--- config.mk ---
export PLATFORM = sky130hd
export DESIGN_NAME = uart_tx_ctrl
export DESIGN_NICKNAME = d
export VERILOG_FILES = /design/src/rtl/uart_pkg.sv /design/src/rtl/uart_tx_shift.sv /design/src/rtl/uart_tx_ctrl.sv
export SDC_FILE = /design/constraint.sdc
export NUM_CORES = 1
export LEC_CHECK = 0
export BUFFER_PORTS_ARGS = -buffer_cell sky130_fd_sc_hd__buf_4
export CAP_MARGIN = 15
export CORE_AREA = 2 2 57 59
export CTS_BUF_LIST = sky130_fd_sc_hd__clkbuf_4
export DETAILED_ROUTE_END_ITERATION = 7
export DIE_AREA = 0 0 59 61
export PLACE_DENSITY = 0.71
export SETUP_SLACK_MARGIN = 0.5
export SYNTH_ARGS = -nofsm -noshare
export SYNTH_HDL_FRONTEND = slang
export SYNTH_SLANG_ARGS = --single-unit
--- constraint.sdc ---
create_clock -name clk -period 1.7 [get_ports clk]
set_input_delay 0 -clock clk [delete_from_list [all_inputs] [get_ports clk]]
set_output_delay 0 -clock clk [all_outputs]
set_load 0.03 [all_outputs]
--- src/rtl/uart_pkg.sv ---
// Shared UART definitions: FSM states, parity modes, default widths and the
// parity helpers used by both the transmit and receive sides.
package uart_pkg;

    localparam int UART_DATA_W = 8;
    localparam int UART_BAUD_W = 4;

    typedef enum logic [2:0] {
        ST_IDLE   = 3'd0,
        ST_ARM    = 3'd1,
        ST_START  = 3'd2,
        ST_DATA   = 3'd3,
        ST_PARITY = 3'd4,
        ST_STOP   = 3'd5
    } uart_state_e;

    typedef enum logic [1:0] {
        PAR_NONE = 2'd0,
        PAR_EVEN = 2'd1,
        PAR_ODD  = 2'd2
    } uart_parity_e;

    function automatic uart_parity_e parity_mode(input logic en, input logic odd);
        uart_parity_e mode;
        if (!en) begin
            mode = PAR_NONE;
        end else if (odd) begin
            mode = PAR_ODD;
        end else begin
            mode = PAR_EVEN;
        end
        return mode;
    endfunction

    // Zero-extension of narrower data leaves the XOR reduction unchanged.
    function automatic logic parity_bit(input logic [63:0] data, input uart_parity_e mode);
        logic p;
        p = ^data;
        case (mode)
            PAR_EVEN: p = p;
            PAR_ODD:  p = ~p;
            default:  p = 1'b0;
        endcase
        return p;
    endfunction

endpackage

--- src/rtl/uart_tx_shift.sv ---
// Transmit data shift register with bit counter: loads a byte and its parity,
// then shifts one bit towards the line on every shift request.
module uart_tx_shift
    import uart_pkg::*;
#(
    parameter int DATA_W = UART_DATA_W
) (
    input  logic              clk,
    input  logic              rst,
    input  logic              load,
    input  logic [DATA_W-1:0] load_data,
    input  logic              load_par_odd,
    input  logic              shift_en,
    output logic              cur_bit,
    output logic              nxt_bit,
    output logic              last_bit,
    output logic              par_bit
);

    localparam int CNT_W = (DATA_W > 1) ? $clog2(DATA_W) : 1;

    logic [DATA_W-1:0] sr_q, sr_d;
    logic [CNT_W-1:0]  cnt_q, cnt_d;
    logic              par_q, par_d;
    uart_parity_e      load_mode_s;

    // Next-state: load has priority over shifting.
    always_comb begin
        sr_d        = sr_q;
        cnt_d       = cnt_q;
        par_d       = par_q;
        load_mode_s = PAR_EVEN;
        if (load) begin
            if (load_par_odd) begin
                load_mode_s = PAR_ODD;
            end else begin
                load_mode_s = PAR_EVEN;
            end
            sr_d  = load_data;
            cnt_d = {CNT_W{1'b0}};
            par_d = parity_bit(64'(load_data), load_mode_s);
        end else if (shift_en) begin
            sr_d  = sr_q >> 1;
            cnt_d = cnt_q + CNT_W'(1);
        end else begin
            sr_d  = sr_q;
        end
    end

    // State registers.
    always_ff @(posedge clk) begin
        if (rst) begin
            sr_q  <= {DATA_W{1'b0}};
            cnt_q <= {CNT_W{1'b0}};
            par_q <= 1'b0;
        end else begin
            sr_q  <= sr_d;
            cnt_q <= cnt_d;
            par_q <= par_d;
        end
    end

    assign cur_bit  = sr_q[0];
    assign nxt_bit  = sr_q[1];
    assign last_bit = (cnt_q == CNT_W'(DATA_W - 1));
    assign par_bit  = par_q;

endmodule

--- src/rtl/uart_tx_ctrl.sv ---
// UART transmit controller: frames a byte as start/data/parity/stop bits,
// paced by bit ticks from an external clock generator it enables.
module uart_tx_ctrl
    import uart_pkg::*;
#(
    parameter int DATA_W = UART_DATA_W,
    parameter int BAUD_W = UART_BAUD_W
) (
    input  logic              clk,
    input  logic              rst,
    input  logic [BAUD_W-1:0] cfg_baud,
    input  logic              cfg_parity_en,
    input  logic              cfg_parity_odd,
    input  logic              cfg_stop2,
    input  logic              tx_valid,
    input  logic [DATA_W-1:0] tx_data,
    output logic              tx_ready,
    input  logic              tx_clk_en,
    output logic              gen_active,
    output logic [BAUD_W-1:0] gen_baud,
    output logic              txd,
    output logic              busy,
    output logic              frame_done
);

    uart_state_e       state_q;
    uart_parity_e      par_q;
    logic              txd_q;
    logic              gen_active_q;
    logic [BAUD_W-1:0] gen_baud_q;
    logic              frame_done_q;
    logic              stop2_q;
    logic              stop_cnt_q;

    logic final_tick_s;
    logic accept_s;
    logic shift_en_s;
    logic cur_bit_s;
    logic nxt_bit_s;
    logic last_bit_s;
    logic par_bit_s;

    // Back-to-back acceptance is only safe when the generator keeps its rate.
    assign final_tick_s = (state_q == ST_STOP) && tx_clk_en && (!stop2_q || stop_cnt_q);
    assign tx_ready     = !rst && ((state_q == ST_IDLE) ||
                                   (final_tick_s && (cfg_baud == gen_baud_q)));
    assign accept_s     = tx_valid && tx_ready;
    assign shift_en_s   = (state_q == ST_DATA) && tx_clk_en && !last_bit_s;

    uart_tx_shift #(.DATA_W(DATA_W)) u_shift (
        .clk          (clk),
        .rst          (rst),
        .load         (accept_s),
        .load_data    (tx_data),
        .load_par_odd (cfg_parity_odd),
        .shift_en     (shift_en_s),
        .cur_bit      (cur_bit_s),
        .nxt_bit      (nxt_bit_s),
        .last_bit     (last_bit_s),
        .par_bit      (par_bit_s)
    );

    // Frame sequencer with registered line and generator controls.
    always_ff @(posedge clk) begin
        if (rst) begin
            state_q      <= ST_IDLE;
            par_q        <= PAR_NONE;
            txd_q        <= 1'b1;
            gen_active_q <= 1'b0;
            gen_baud_q   <= {BAUD_W{1'b0}};
            frame_done_q <= 1'b0;
            stop2_q      <= 1'b0;
            stop_cnt_q   <= 1'b0;
        end else begin
            frame_done_q <= final_tick_s;
            case (state_q)
                ST_IDLE: begin
                    gen_baud_q <= cfg_baud;
                    txd_q      <= 1'b1;
                    if (accept_s) begin
                        par_q        <= parity_mode(cfg_parity_en, cfg_parity_odd);
                        stop2_q      <= cfg_stop2;
                        gen_active_q <= 1'b1;
                        state_q      <= ST_ARM;
                    end else begin
                        gen_active_q <= 1'b0;
                    end
                end
                ST_ARM: begin
                    if (tx_clk_en) begin
                        state_q <= ST_START;
                        txd_q   <= 1'b0;
                    end
                end
                ST_START: begin
                    if (tx_clk_en) begin
                        state_q <= ST_DATA;
                        txd_q   <= cur_bit_s;
                    end
                end
                ST_DATA: begin
                    if (tx_clk_en) begin
                        if (!last_bit_s) begin
                            txd_q <= nxt_bit_s;
                        end else if (par_q != PAR_NONE) begin
                            state_q <= ST_PARITY;
                            txd_q   <= par_bit_s;
                        end else begin
                            state_q    <= ST_STOP;
                            txd_q      <= 1'b1;
                            stop_cnt_q <= 1'b0;
                        end
                    end
                end
                ST_PARITY: begin
                    if (tx_clk_en) begin
                        state_q    <= ST_STOP;
                        txd_q      <= 1'b1;
                        stop_cnt_q <= 1'b0;
                    end
                end
                ST_STOP: begin
                    if (final_tick_s) begin
                        stop_cnt_q <= 1'b0;
                        if (accept_s) begin
                            par_q   <= parity_mode(cfg_parity_en, cfg_parity_odd);
                            stop2_q <= cfg_stop2;
                            state_q <= ST_START;
                            txd_q   <= 1'b0;
                        end else begin
                            state_q      <= ST_IDLE;
                            gen_active_q <= 1'b0;
                            txd_q        <= 1'b1;
                        end
                    end else if (tx_clk_en) begin
                        stop_cnt_q <= 1'b1;
                    end
                end
                default: begin
                    state_q      <= ST_IDLE;
                    txd_q        <= 1'b1;
                    gen_active_q <= 1'b0;
                end
            endcase
        end
    end

    assign txd        = txd_q;
    assign gen_active = gen_active_q;
    assign gen_baud   = gen_baud_q;
    assign frame_done = frame_done_q;
    assign busy       = (state_q != ST_IDLE);

endmodule

After elaboration in Yosys (flattened, before gate mapping). Cells that the tools add are included.

Bits in registers: 26. Output and inout bits: 9. Word-level logic and storage cells: 99.

Add/subtract/negate cells: 1. Equality and inequality tests: 19. Multiplexer cells: 40. Bitwise operators: 2. Reduce and logical (&&, ||, !) cells: 26.

Operator list (number): $reduce_xor A64 Y1 (1); $mux W3 (7); $mux W1 (18); $ne A2 B2 Y1 const B (9); $pmux W3 S6 (1); $mux W8 (2); $mux W2 (6); $eq A3 B3 Y1 const B (3); $logic_and A1 B1 Y1 (7); $reduce_and A7 Y1 (1); $eq A3 B2 Y1 const B (2); $pmux W1 S3 (2); $reduce_and A6 Y1 (1); $reduce_bool A2 Y1 (3); $reduce_bool A3 Y1 (2); $pmux W1 S5 (1); $reduce_and A5 Y1 (1); $eq A4 B4 Y1 (1); $pmux W1 S2 (2); $pmux W2 S2 (1); $reduce_or A4 Y1 (1); $add A3 B1 Y3 const B (1); $eq A3 B1 Y1 const B (1); $logic_not A1 Y1 (3); other kinds (9) (11).

Logic depth before layout (Yosys ltp).
Depth in word-level cells: 10. Gate-level depth with buffers: 7.

Cells and area by module. A second synthesis with hierarchy kept.

Cell total of the unflattened synthesis: 171. Area, all modules: 1457.6 µm².

By module, submodules not included: uart_tx_ctrl (times used 1, cells each 105, area each 858.3 µm²); uart_tx_shift (times used 1, cells each 66, area each 599.3 µm²).

Worst setup path before layout. Ideal clock, no wire load.

Path type: register to register. Start: reg gen_baud_q[0] (netlist: gen_baud[0]). End: reg u_shift.sr_q[1]. Arrival time: 1.568 ns. Required time: 1.584 ns. Setup slack: 0.015 ns. Cell stages (with the launch flop): 7. Buffers on the path: 0. Period minus slack after synthesis: 1.685 ns. Path through: dfxtp_1 xor2_1 nor4_2 a22oi_2 clkinv_4 nand2_4 a41o_1.

Word-level cells in the longest chain between the ends: 6.

Ends and longest elaborated chain: start, declared (RTL line uart_tx_ctrl.sv:30) `logic [BAUD_W-1:0] gen_baud_q;`; start signal, assigned (RTL line uart_tx_ctrl.sv:70) `gen_baud_q <= {BAUD_W{1'b0}};`; start signal, assigned (RTL line uart_tx_ctrl.sv:78) `gen_baud_q <= cfg_baud;`; $eq A4 B4 Y1 (*) (RTL line uart_tx_ctrl.sv:46) `(final_tick_s && (cfg_baud == gen_baud_q)));`; $logic_and A1 B1 Y1 (*) (RTL line uart_tx_ctrl.sv:46); $logic_or A1 B1 Y1 (*) (RTL line uart_tx_ctrl.sv:45) `assign tx_ready = !rst && ((state_q == ST_IDLE) ||`; $logic_and A1 B1 Y1 (*) (RTL line uart_tx_ctrl.sv:45); net tx_ready (RTL line uart_tx_ctrl.sv:17) `output logic tx_ready,`; $logic_and A1 B1 Y1 (*) (RTL line uart_tx_ctrl.sv:47) `assign accept_s = tx_valid && tx_ready;`; $mux W8 / $reduce_bool A2 Y1 (equally long branches); end signal, assigned (RTL line uart_tx_shift.sv:53) `sr_q <= {DATA_W{1'b0}};`; end signal, assigned (RTL line uart_tx_shift.sv:57) `sr_q <= sr_d;`; end, declared (RTL line uart_tx_shift.sv:22) `logic [DATA_W-1:0] sr_q, sr_d;`.

The timed path passes the listed nets; every way through them passes the cells marked *. A chain may end at the register's enable or synchronous reset.

Final worst setup path.
Start: reg gen_baud_q[2] (netlist: gen_baud[2]). End: out tx_ready.

Word-level cells in the longest chain between the ends: 4.

Ends and longest elaborated chain (RTL line): $eq A4 B4 Y1 (uart_tx_ctrl.sv:46); $logic_and A1 B1 Y1 (uart_tx_ctrl.sv:46); $logic_or A1 B1 Y1 (uart_tx_ctrl.sv:45); $logic_and A1 B1 Y1 (uart_tx_ctrl.sv:45); end, declared (uart_tx_ctrl.sv:17).

Every way passes these cells.

==> metrics.csv <==
stage,metric,value,unit
cts,H-tree levels,1,
setup_path,critical path endpoint category,primary output,
logic_synthesis,complex-gate fraction of the synthesized area,23.7,%
finish,most frequent cells in the layout,"39 x buf_4, 20 x nand2_1, 17 x dfxtp_1",
finish,Layout area overhead,46.5,%
outcome,failing checks,hold timing,
worst_hold_path,Hold Path Cell Cnt,2,
logic_synthesis,combinational family with the most area after synthesis,compound AO/OA/AOI/OAI gates,
timing,final hold violation count,9,
routing,vias,1472,
logic_synthesis,Syn Inst Count,167,
floorplan,row count,20,
setup_path,crit path launch,gen_baud[2],
timing,RSZ-0062 raised after global routing,yes,
grt,initial antenna violation count,0,
routing,final wirelength,4010,um
logic_synthesis,mux contribution to synthesized area,2.87,%
logic_synthesis,"Distinct cells, synth",43,
placement,GP Congestion,0.793,
timing,clk_skew,2.96,ps
timing,worst-margin pin slew,331,ps
setup_path,crit-path max FO,4,
cts,clock-pin slew on the worst setup and hold paths,150,ps
placement,Area after DPL,1760,um^2
finish,final instance area,2110,um^2
worst_hold_path,Hold Crit Class,in2reg,
logic_synthesis,Synth Area in XOR/XNOR,7.91,%
logic_synthesis,Mapped Avg Cell Area,8.62,um^2
job,Max Cap Viol,0,
grt,GR Util met1,27.4,%
cts,TritonCTS Sinks,26,
logic_synthesis,"Cell Area, Synth",1440,um^2
grt,met3 Usage GRT,1.92,%
finish,nets@finish,242,
logic_synthesis,Synth warnings,0,
setup_path,FF-to-FF setup slack,130,ps
cts,clock tree buffer depth,2,
grt,gr busiest metal,met2,
cts,CTS Buf Count,3,
setup_path,data arrival time of the critical path,1580,ps
routing,Iteration-0 DRC Markers,68,
grt,total gr overflow,0,
cts,CTS tree,built,
logic_synthesis,syn_nets,188,
power,LEAKAGE,0.862,nW
floorplan,Initial Utilization,48.7,%
floorplan,die width,59,um
floorplan,Die Ht,61,um
routing,Routed Antenna Nets,0,
grt,GRT met2 Usage,43.7,%
setup_path,crit path capture,tx_ready,
outcome,status,finished with violations,
timing,max frequency,633,MHz
routing,via/cell ratio,5.82,
setup_path,r2r startpoint,gen_baud[0],
setup_path,worst path required time,1700,ps
cts,worst skew pair latency,330,ps
power,pwr dens,739,nW/um^2
timing,Slew HR,77.9,%
timing,min cycle time layout,1580,ps
power,Power Total,1.56,mW
logic_synthesis,Simple-Gate Fraction of Synth Area,21.5,%
timing,"Setup violations, final",0,
finish,FILL cells,224,
routing,# DRC,0,
grt,largest net degree at the start of global routing,17,
cts,Clock Tree Root,clkbuf_4,
placement,port buffer count,27,
setup_path,r2r endpoint,u_shift.sr_q[4],
routing,routed length per instance,15.9,um
routing,first drt pass iteration count,4,
timing,Hold Slack,-81.0,ps
floorplan,io pins,28,
timing,Max Slew Vio Count,0,
grt,Total GRT Usage,23.2,%
placement,HPWL Detailed,2500,um
floorplan,Die Area,3600,um^2
finish,most common library cell in the layout ignoring fill and taps,buf_4,
setup_path,worst reg-to-reg path cell count,7,
finish,Final Util,71.4,%
logic_synthesis,Post-Synth Adder-Cell Area,1.74,%
finish,layout cells sized above 1,40.5,%
timing,Tcrit/Tclk final,92.9,%
floorplan,core area,2950,um^2
setup_path,Startpoint Class,flip-flop,
grt,global-route wire length before repair,6310,um
setup_path,CP Class,reg2out,
logic_synthesis,"FF+latch count, synth",26,
grt,vias in the first global route,1400,
finish,n_diodes,0,
power,peak supply drop,0.000408,V
logic_synthesis,sequential area share after synthesis,36.2,%
-- timing repair --
| action | 4_1_cts | 5_1_grt |
|---|---|---|
| hold endpoints to repair | 13 | 10 |
| hold buffers | 7 | 1 |
| pin swaps | 5 | 4 |
| gates resized for setup | 25 | 10 |
| setup endpoints to repair | 23 | 27 |
| cloned | 0 | 1 |
| buffers inserted | 10 | 0 |
-- synthesized netlist by cell type (all sizes together) --
cell,count,share of area [%]
nand2b,2,0.87
dfxtp,26,36
nor3,7,3.1
nor4,2,2.3
ha,2,1.7
mux2i,3,2.1
inv,6,1.6
clkbuf,2,0.52
o22ai,9,3.9
mux2,1,0.78
a21oi,14,4.9
o211ai,2,1.0
nor2b,2,0.87
a211oi,2,1.4
o21ai,7,2.4
o21bai,2,1.0
a41oi,1,0.61
a41o,6,4.2
nor2,10,2.6
a21o,3,1.6
a22oi,2,1.4
clkinv,1,0.61
nand2,22,6.4
nand3b,1,0.78
xnor2,8,4.9
xor2,5,3.0
a32oi,1,0.61
nand4b,2,1.2
o31a,1,0.61
nand4,3,1.3
buf,7,3.5
nand3,4,1.4
and2b,1,0.52
-- state kept, by name (all words and copies together), names as in the netlist --
register / cells
u_shift.sr_q: 8
gen_baud: 4
state_q: 3
u_shift.cnt_q: 3
par_q: 2
frame_done: 1
gen_active: 1
stop2_q: 1
stop_cnt_q: 1
txd: 1
u_shift.par_bit: 1
-- area by class of cell --
cell class / count / area, um^2 / area share, %
clock buffers: 3 / 22.5 / 1.07
clock inverters: 1 / 3.75 / 0.178
inverters: 7 / 33.8 / 1.60
multi-input cells: 126 / 967 / 45.9
flip-flops and latches: 26 / 542 / 25.7
well taps: 33 / 41.3 / 1.96
repair buffers: 57 / 498 / 23.6
-- through the flow --
stage / TNS [ps] / cells / setup slack (ps)
2_1_floorplan: 0 / 167 / 176
3_3_place_gp: 0 / 230 / 21.2
3_5_place_dp: -227 / 230 / -40.2
4_1_cts: 0 / 251 / 129
5_1_grt: 0 / 253 / 15.5
6_report: 0 / 253 / 121
-- how the worst min path moves through the flow --
stage                           start           to  slack [ps]
after detailed placement  cfg_baud[0]  gen_baud[0]         260
final                             rst   state_q[0]         -80
after CTS                 cfg_baud[0]  gen_baud[0]         -90
after floorplan           cfg_baud[1]  gen_baud[1]         130
after global placement    cfg_baud[0]  gen_baud[0]         260
after global routing              rst  gen_baud[0]         -70
-- metal layers --
| layer | routed length, um | vias up |
|---|---|---|
| met2 | 2170 | 52 |
| met5 | 0 | - |
| met1 | 1600 | 701 |
| met4 | 95 | 0 |
| met3 | 142 | 10 |
| li1 | - | 709 |
-- kinds of logic after synthesis --
group	Yosys count
AO/OA/AOI/OAI	50
AND/OR/NAND/NOR	56
flip-flops	26
adder cells (fa/ha/maj)	2
buffers and inverters	16
XOR/XNOR	13
multiplexers	4
-- worst max-delay path: stages, from the launching register on --
cell	delay, ps
dfxtp_4	400
xor2_2	210
nor4_4	80
a22oi_2	280
clkinv_4	130
buf_6	160
-- where the power goes --
part	total [mW]	internal, mW	switching, mW
clock network	0.287	0.0864	0.201
logic	0.571	0.277	0.294
registers	0.698	0.659	0.0395
total	1.56	1.02	0.535
Power figures use the tool's default switching activity.
